<file path="config.mk">
export PLATFORM = sky130hd
export DESIGN_NAME = ball_centroid_collector
export DESIGN_NICKNAME = d
export VERILOG_FILES = /design/src/rtl/ball_centroid_collector.sv
export SDC_FILE = /design/constraint.sdc
export NUM_CORES = 2
export LEC_CHECK = 0
export ABC_AREA = 1
export ABC_CLOCK_PERIOD_IN_PS = 36400
export BUFFER_PORTS_ARGS = -buffer_cell sky130_fd_sc_hd__buf_2
export CAP_MARGIN = 20
export CELL_PAD_IN_SITES_DETAIL_PLACEMENT = 1
export CELL_PAD_IN_SITES_GLOBAL_PLACEMENT = 2
export CORE_MARGIN = 4
export CORE_UTILIZATION = 36
export CTS_CLUSTER_SIZE = 30
export DETAILED_ROUTE_END_ITERATION = 16
export PLACE_DENSITY = 0.77
export SYNTH_ARGS = -nofsm -noshare
export SYNTH_HDL_FRONTEND = slang
export SYNTH_SLANG_ARGS = --single-unit
export TNS_END_PERCENT = 30
</file>
<file path="constraint.sdc">
create_clock -name clk_in -period 36.4 [get_ports clk_in]
set_clock_uncertainty 0.1 [all_clocks]
set_input_delay 1.82 -clock clk_in [delete_from_list [all_inputs] [get_ports clk_in]]
set_output_delay 1.82 -clock clk_in [all_outputs]
set_load 0.02 [all_outputs]
</file>
<file path="src/rtl/ball_centroid_collector.sv">
// Ball centroid collector.
// Accumulates per-label coordinate sums and pixel counts over one video
// frame, then runs a shared restoring divider over all seven labels to
// produce integer centroids. Results are presented with a valid/ready
// handshake and held until the downstream matcher accepts them.
module ball_centroid_collector #(
    parameter int MIN_PIXELS = 16,
    parameter int COUNT_W    = 20,
    parameter int SUM_W      = 32
) (
    input  logic             clk_in,
    input  logic             rst_in,
    input  logic             new_frame_in,
    input  logic             pixel_valid_in,
    input  logic [10:0]      hcount_in,
    input  logic [9:0]       vcount_in,
    input  logic [2:0]       label_in,
    input  logic [2:0]       num_balls_in,
    input  logic             ready_in,
    output logic             data_valid_out,
    output logic [6:0][10:0] balls_x_out,
    output logic [6:0][9:0]  balls_y_out,
    output logic [6:0]       balls_seen_out,
    output logic             busy_out
);

    localparam int         NUM_LABELS = 7;
    localparam logic [3:0] LAST_DIV   = 4'd13;
    localparam logic [5:0] LAST_STEP  = 6'(SUM_W);

    typedef enum logic [2:0] {
        S_IDLE,
        S_ACCUM,
        S_DIV,
        S_WRITE,
        S_PRESENT
    } state_t;

    state_t state;
    state_t state_next;

    // Frame accumulators, one entry per label 1..7 (index = label - 1).
    logic [2:0]         num_balls;
    logic [SUM_W-1:0]   sum_x [NUM_LABELS];
    logic [SUM_W-1:0]   sum_y [NUM_LABELS];
    logic [COUNT_W-1:0] count [NUM_LABELS];

    // Divider sequencing: div_idx walks L1x, L1y, ... L7y; step 0 is the load.
    logic [3:0]         div_idx;
    logic [5:0]         step;
    logic [2:0]         div_label;

    // Restoring divider datapath.
    logic [SUM_W-1:0]   rem;
    logic [SUM_W-1:0]   quo;
    logic [COUNT_W-1:0] divisor;
    logic [SUM_W:0]     rem_shift;
    logic [SUM_W:0]     rem_diff;
    logic [SUM_W-1:0]   rem_next;
    logic [SUM_W-1:0]   quo_next;
    logic [SUM_W-1:0]   load_dividend;
    logic [COUNT_W-1:0] load_divisor;

    // Finished quotients waiting to be committed to the output arrays.
    logic [10:0]        q_x_hold;
    logic [9:0]         q_y_hold;
    logic [2:0]         wb_label;
    logic               wb_pending;

    logic               pixel_hit;
    logic               div_last;

    assign div_label = div_idx[3:1];
    assign div_last  = (step == LAST_STEP) && (div_idx == LAST_DIV);
    assign pixel_hit = (state == S_ACCUM) && pixel_valid_in && !new_frame_in &&
                       (label_in != 3'd0) && (label_in <= num_balls);

    assign data_valid_out = (state == S_PRESENT);
    assign busy_out       = (state != S_IDLE);

    // State register.
    always_ff @(posedge clk_in or posedge rst_in) begin
        // NOTE: sequential state uses non-blocking assignment so every register
        // samples pre-edge values regardless of statement order.
        if (rst_in) begin
            state <= S_IDLE;
        end else begin
            state <= state_next;
        end
    end

    // Next-state logic: frame pulses outside IDLE/ACCUM are deliberately ignored.
    always_comb begin
        // NOTE: default first so no path leaves state_next unassigned (no latch).
        state_next = state;
        case (state)
            S_IDLE:    if (new_frame_in) state_next = S_ACCUM;
            S_ACCUM:   if (new_frame_in) state_next = S_DIV;
            S_DIV:     if (div_last)     state_next = S_WRITE;
            S_WRITE:                     state_next = S_PRESENT;
            S_PRESENT: if (ready_in)     state_next = S_IDLE;
            default:                     state_next = S_IDLE;
        endcase
    end

    // Select the dividend/divisor for the division about to be loaded.
    always_comb begin
        load_dividend = '0;
        load_divisor  = '0;
        for (int k = 0; k < NUM_LABELS; k++) begin
            if (div_label == 3'(k)) begin
                load_dividend = div_idx[0] ? sum_y[k] : sum_x[k];
                load_divisor  = count[k];
            end
        end
    end

    // One restoring iteration: shift in the next dividend bit, try to subtract.
    always_comb begin
        rem_shift = {rem, quo[SUM_W-1]};
        rem_diff  = rem_shift - {{(SUM_W + 1 - COUNT_W){1'b0}}, divisor};
        rem_next  = rem_diff[SUM_W] ? rem_shift[SUM_W-1:0] : rem_diff[SUM_W-1:0];
        quo_next  = {quo[SUM_W-2:0], ~rem_diff[SUM_W]};
    end

    // Accumulation, divider sequencing and result write-back.
    always_ff @(posedge clk_in or posedge rst_in) begin
        if (rst_in) begin
            num_balls      <= '0;
            div_idx        <= '0;
            step           <= '0;
            rem            <= '0;
            quo            <= '0;
            divisor        <= '0;
            q_x_hold       <= '0;
            q_y_hold       <= '0;
            wb_label       <= '0;
            wb_pending     <= 1'b0;
            balls_x_out    <= '0;
            balls_y_out    <= '0;
            balls_seen_out <= '0;
            // NOTE: these small register arrays are reset explicitly so a reset
            // mid-frame cannot leak stale sums into the next frame's centroids.
            for (int k = 0; k < NUM_LABELS; k++) begin
                sum_x[k] <= '0;
                sum_y[k] <= '0;
                count[k] <= '0;
            end
        end else begin
            case (state)
                S_IDLE: begin
                    if (new_frame_in) begin
                        num_balls <= num_balls_in;
                        for (int k = 0; k < NUM_LABELS; k++) begin
                            sum_x[k] <= '0;
                            sum_y[k] <= '0;
                            count[k] <= '0;
                        end
                    end
                end
                S_ACCUM: begin
                    if (new_frame_in) begin
                        div_idx <= '0;
                        step    <= '0;
                    end
                    for (int k = 0; k < NUM_LABELS; k++) begin
                        if (pixel_hit && (label_in == 3'(k + 1))) begin
                            sum_x[k] <= sum_x[k] + SUM_W'(hcount_in);
                            sum_y[k] <= sum_y[k] + SUM_W'(vcount_in);
                            if (count[k] != '1) begin
                                count[k] <= count[k] + COUNT_W'(1);
                            end
                        end
                    end
                end
                S_DIV: begin
                    if (step == 6'd0) begin
                        rem     <= '0;
                        quo     <= load_dividend;
                        divisor <= load_divisor;
                        step    <= 6'd1;
                    end else begin
                        rem <= rem_next;
                        quo <= quo_next;
                        if (step == LAST_STEP) begin
                            step    <= 6'd0;
                            div_idx <= div_idx + 4'd1;
                            if (!div_idx[0]) begin
                                q_x_hold <= quo_next[10:0];
                            end else begin
                                q_y_hold   <= quo_next[9:0];
                                wb_label   <= div_label;
                                wb_pending <= 1'b1;
                            end
                        end else begin
                            step <= step + 6'd1;
                        end
                    end
                end
                default: ;
            endcase

            // Commit a finished label one cycle after its y quotient settles.
            if (wb_pending) begin
                wb_pending <= 1'b0;
                for (int k = 0; k < NUM_LABELS; k++) begin
                    if (wb_label == 3'(k)) begin
                        if (count[k] >= COUNT_W'(MIN_PIXELS)) begin
                            balls_x_out[k]    <= q_x_hold;
                            balls_y_out[k]    <= q_y_hold;
                            balls_seen_out[k] <= 1'b1;
                        end else begin
                            balls_seen_out[k] <= 1'b0;
                        end
                    end
                end
            end
        end
    end

endmodule

</file>
==> impl_metrics.toml <==
[logic_synthesis]
synth_ff_type = "dfrtp_1"
syn_nets = 8908
async_reset_ff_share_pct = 100
yosysWarnings = 0
ys_types = 58
synth_area_um2 = 59400
synth_edf_count = 0
syn_avg_cell_area_um2 = 6.85
syn_inst = 8673
ys_ff_latch = 867
ys_seq_area_share_pct = 36.5

[floorplanning]
ios = 188
die_area_um2 = 172000
rows = 148
die_w_um = 414
die_h_um = 414
start_util_pct = 36.4
core_area_um2 = 163000

[detailed_routing]
drt-initial-drc-count = 5243
drc = 0
routed_via_density = 5.59
wirelength_mm = 262
firstDrtPassIters = 5
postRouteAntennaNets = 0
num_vias = 61600
wl_per_cell_um = 23.8

[placement]
hpwl_mm = 198
portBuffers = 187
globalplace.congestion = 0.956
dp_slack_ns = 30.25
dpl.cell_count = 10800

[worst_setup_path]
crit_start = "rst_in"
ff2ff_setup_slack_ns = 32.02
r2r-start = "state[1]$_DFFE_PP0P_"
reg2reg_to = "count[46]$_DFFE_PP0P_"
startpoint_type = "input pin"
crit_path_end = "sum_y[216]$_DFFE_PP0P_"
worstPathRequired_ns = 37.08
crit_type = "in -> async"
critPathMaxFanout = 100
ff2ff_path_depth = 10
cp-end-kind = "async pin"
worstPathArrival_ns = 5.86

[power_and_ir_drop]
netSwitchingFraction_pct = 42.7
clkPwrFrac_pct = 34.2
switchingPower_mw = 1.54
p_int_mw = 2.06
p_per_area_nw_per_um2 = 54.2
peakVddDrop_v = 0.0000619
power.leakage_nw = 31.0
combinationalPowerShare_pct = 34.0
seqPwrFrac_pct = 31.9

[clocking]
cts_hold_buf = 0
cts.clk_slew.worst_paths_ns = 0.06
clock-sinks = 867
htree_levels = 3
cts_root_buffer = "clkbuf_16"
cts_tree = "yes"
cts_setup_buffers = 0
cts_buffers = 112
cts_resized = 0
clkLatencyLatePin_ns = 0.79
clockBufferDepth = 3

[cells_and_area]
final_util_pct = 40.7
num-nets-final = 8973
final_common_cell = "nand2_1"
drive_above_1_share_pct = 5.94
instances_no_fill = 11000
area_growth_pct = 12.0
final_cell_mix = "nand2_1, inv_1, dfrtp_1"

[timing]
fmax_ghz = 0.193
period_share_pct = 14.2
setup_ws_ns = 31.21
fin_tns_setup_ns = 0
fin_crit_ns = 5.19
tightest_slew_ns = 1.11
setup-violations-final = 0
final_max_slew_viol_count = 0
relSlewSlack_pct = 26.0
final_hold_viol_count = 0
rsz0062_at_grt = "false"

[global_routing]
grt_pass1_wl_mm = 395
antenna_found_initial = 6
grt.met1_usage_pct = 41.5
grt_most_used_layer = "met2"
grt.total_usage_pct = 29.6
grt_start_max_net_pins = 142
use_met3_pct = 3.91
use_met2_pct = 46.9
grt_pass1_vias = 61500
grt_overflow_total = 0

[min_path]
hold_path_class = "reg -> reg"

[outcome]
outcome = "complete, no violations"

[job]
maxCapViolCount = 0
==> cell type report <==
type | count | area (um2)
multi-input cells | 6454 | 32600
clock buffers | 152 | 3130
repair buffers | 249 | 1490
well taps | 2175 | 2720
clock inverters | 55 | 900
fillers | 20800 | 96800
flip-flops and latches | 867 | 21700
diodes | 4 | 10.0
inverters | 1054 | 3970
==> registers in the layout, summed over array words and instances (netlist names), 11 cells and up <==
register and flops:
balls_x_out 77, balls_y_out 70, count 140, divisor 20
q_x_hold 11, quo 32, rem 32, sum_x 224
sum_y 224
==> metal layers <==
layer	vias up	part of all wire, %
li1	29100	-
met1	30700	47
met2	1404	45
met3	354	4.7
met4	2	4.0
met5	-	0.0027
==> worst max-delay path, cell delays in order <==
cell   delay, ns
buf_2       0.13
inv_8       0.46
buf_4       0.80
buf_4       0.80
buf_4       0.81
buf_4       0.74
==> worst min-delay path by stage <==
stage / cells after the start / slack [ns] / end / startpoint
floorplan: 1 / 0.33 / wb_pending$_DFF_PP0_ / wb_pending$_DFF_PP0_
global placement: 1 / 0.34 / wb_pending$_DFF_PP0_ / wb_pending$_DFF_PP0_
detailed placement: 1 / 0.35 / wb_pending$_DFF_PP0_ / wb_pending$_DFF_PP0_
CTS: 1 / 0.36 / wb_pending$_DFF_PP0_ / wb_pending$_DFF_PP0_
global route: 1 / 0.37 / wb_pending$_DFF_PP0_ / wb_pending$_DFF_PP0_
finish: 1 / 0.36 / wb_pending$_DFF_PP0_ / wb_pending$_DFF_PP0_
==> power by group through the flow <==
stage	Combinational, mW	Clock (mW)	Sequential (mW)
CTS	1.22	1.26	1.15
finish	1.22	1.23	1.15
global route	1.35	1.30	1.16
global placement	1.19	0	1.16
detailed placement	1.22	0	1.16
floorplan	0.811	0	1.12
==> through the flow <==
stage	hold slack [ns]	power (mW)	area (um2)
floorplan	0.326	1.93	59400
global placement	0.336	2.35	62400
detailed placement	0.351	2.38	62400
CTS	0.360	3.62	66500
global route	0.373	3.81	66500
finish	0.356	3.60	66500
==> cell usage after synthesis (all sizes together), types with 30 or more instances <==
| cell type | n | share of area (%) |
|---|---|---|
| clkbuf | 216 | 1.4 |
| o21ai | 862 | 7.3 |
| a31oi | 56 | 0.59 |
| buf | 82 | 0.73 |
| nor2 | 589 | 3.8 |
| a22o | 33 | 0.49 |
| nand2 | 2504 | 16 |
| inv | 1050 | 6.6 |
| or2 | 33 | 0.35 |
| nor3 | 225 | 1.9 |
| xor2 | 110 | 1.6 |
| ha | 188 | 4.0 |
| o22ai | 88 | 0.93 |
| xnor2 | 58 | 0.86 |
| dfrtp | 867 | 37 |
| nand4 | 423 | 4.5 |
| nand3b | 30 | 0.38 |
| nand3 | 566 | 4.8 |
| o31ai | 58 | 0.73 |
| nor4 | 68 | 0.72 |
| o211ai | 73 | 0.92 |
| a21oi | 349 | 2.9 |
==> cells by family after synthesis <==
kind of cell	after synthesis	synth area share, %
AOI/OAI and AO/OA	1603	15.0
xor gates and xnor gates	168	2.48
adders and majority gates	203	4.47
buffers and inverters	1352	8.76
DFF	867	36.5
muxes	1	0.0169
and+or+nand+nor	4479	32.8
(Power assumes the default switching activity.)
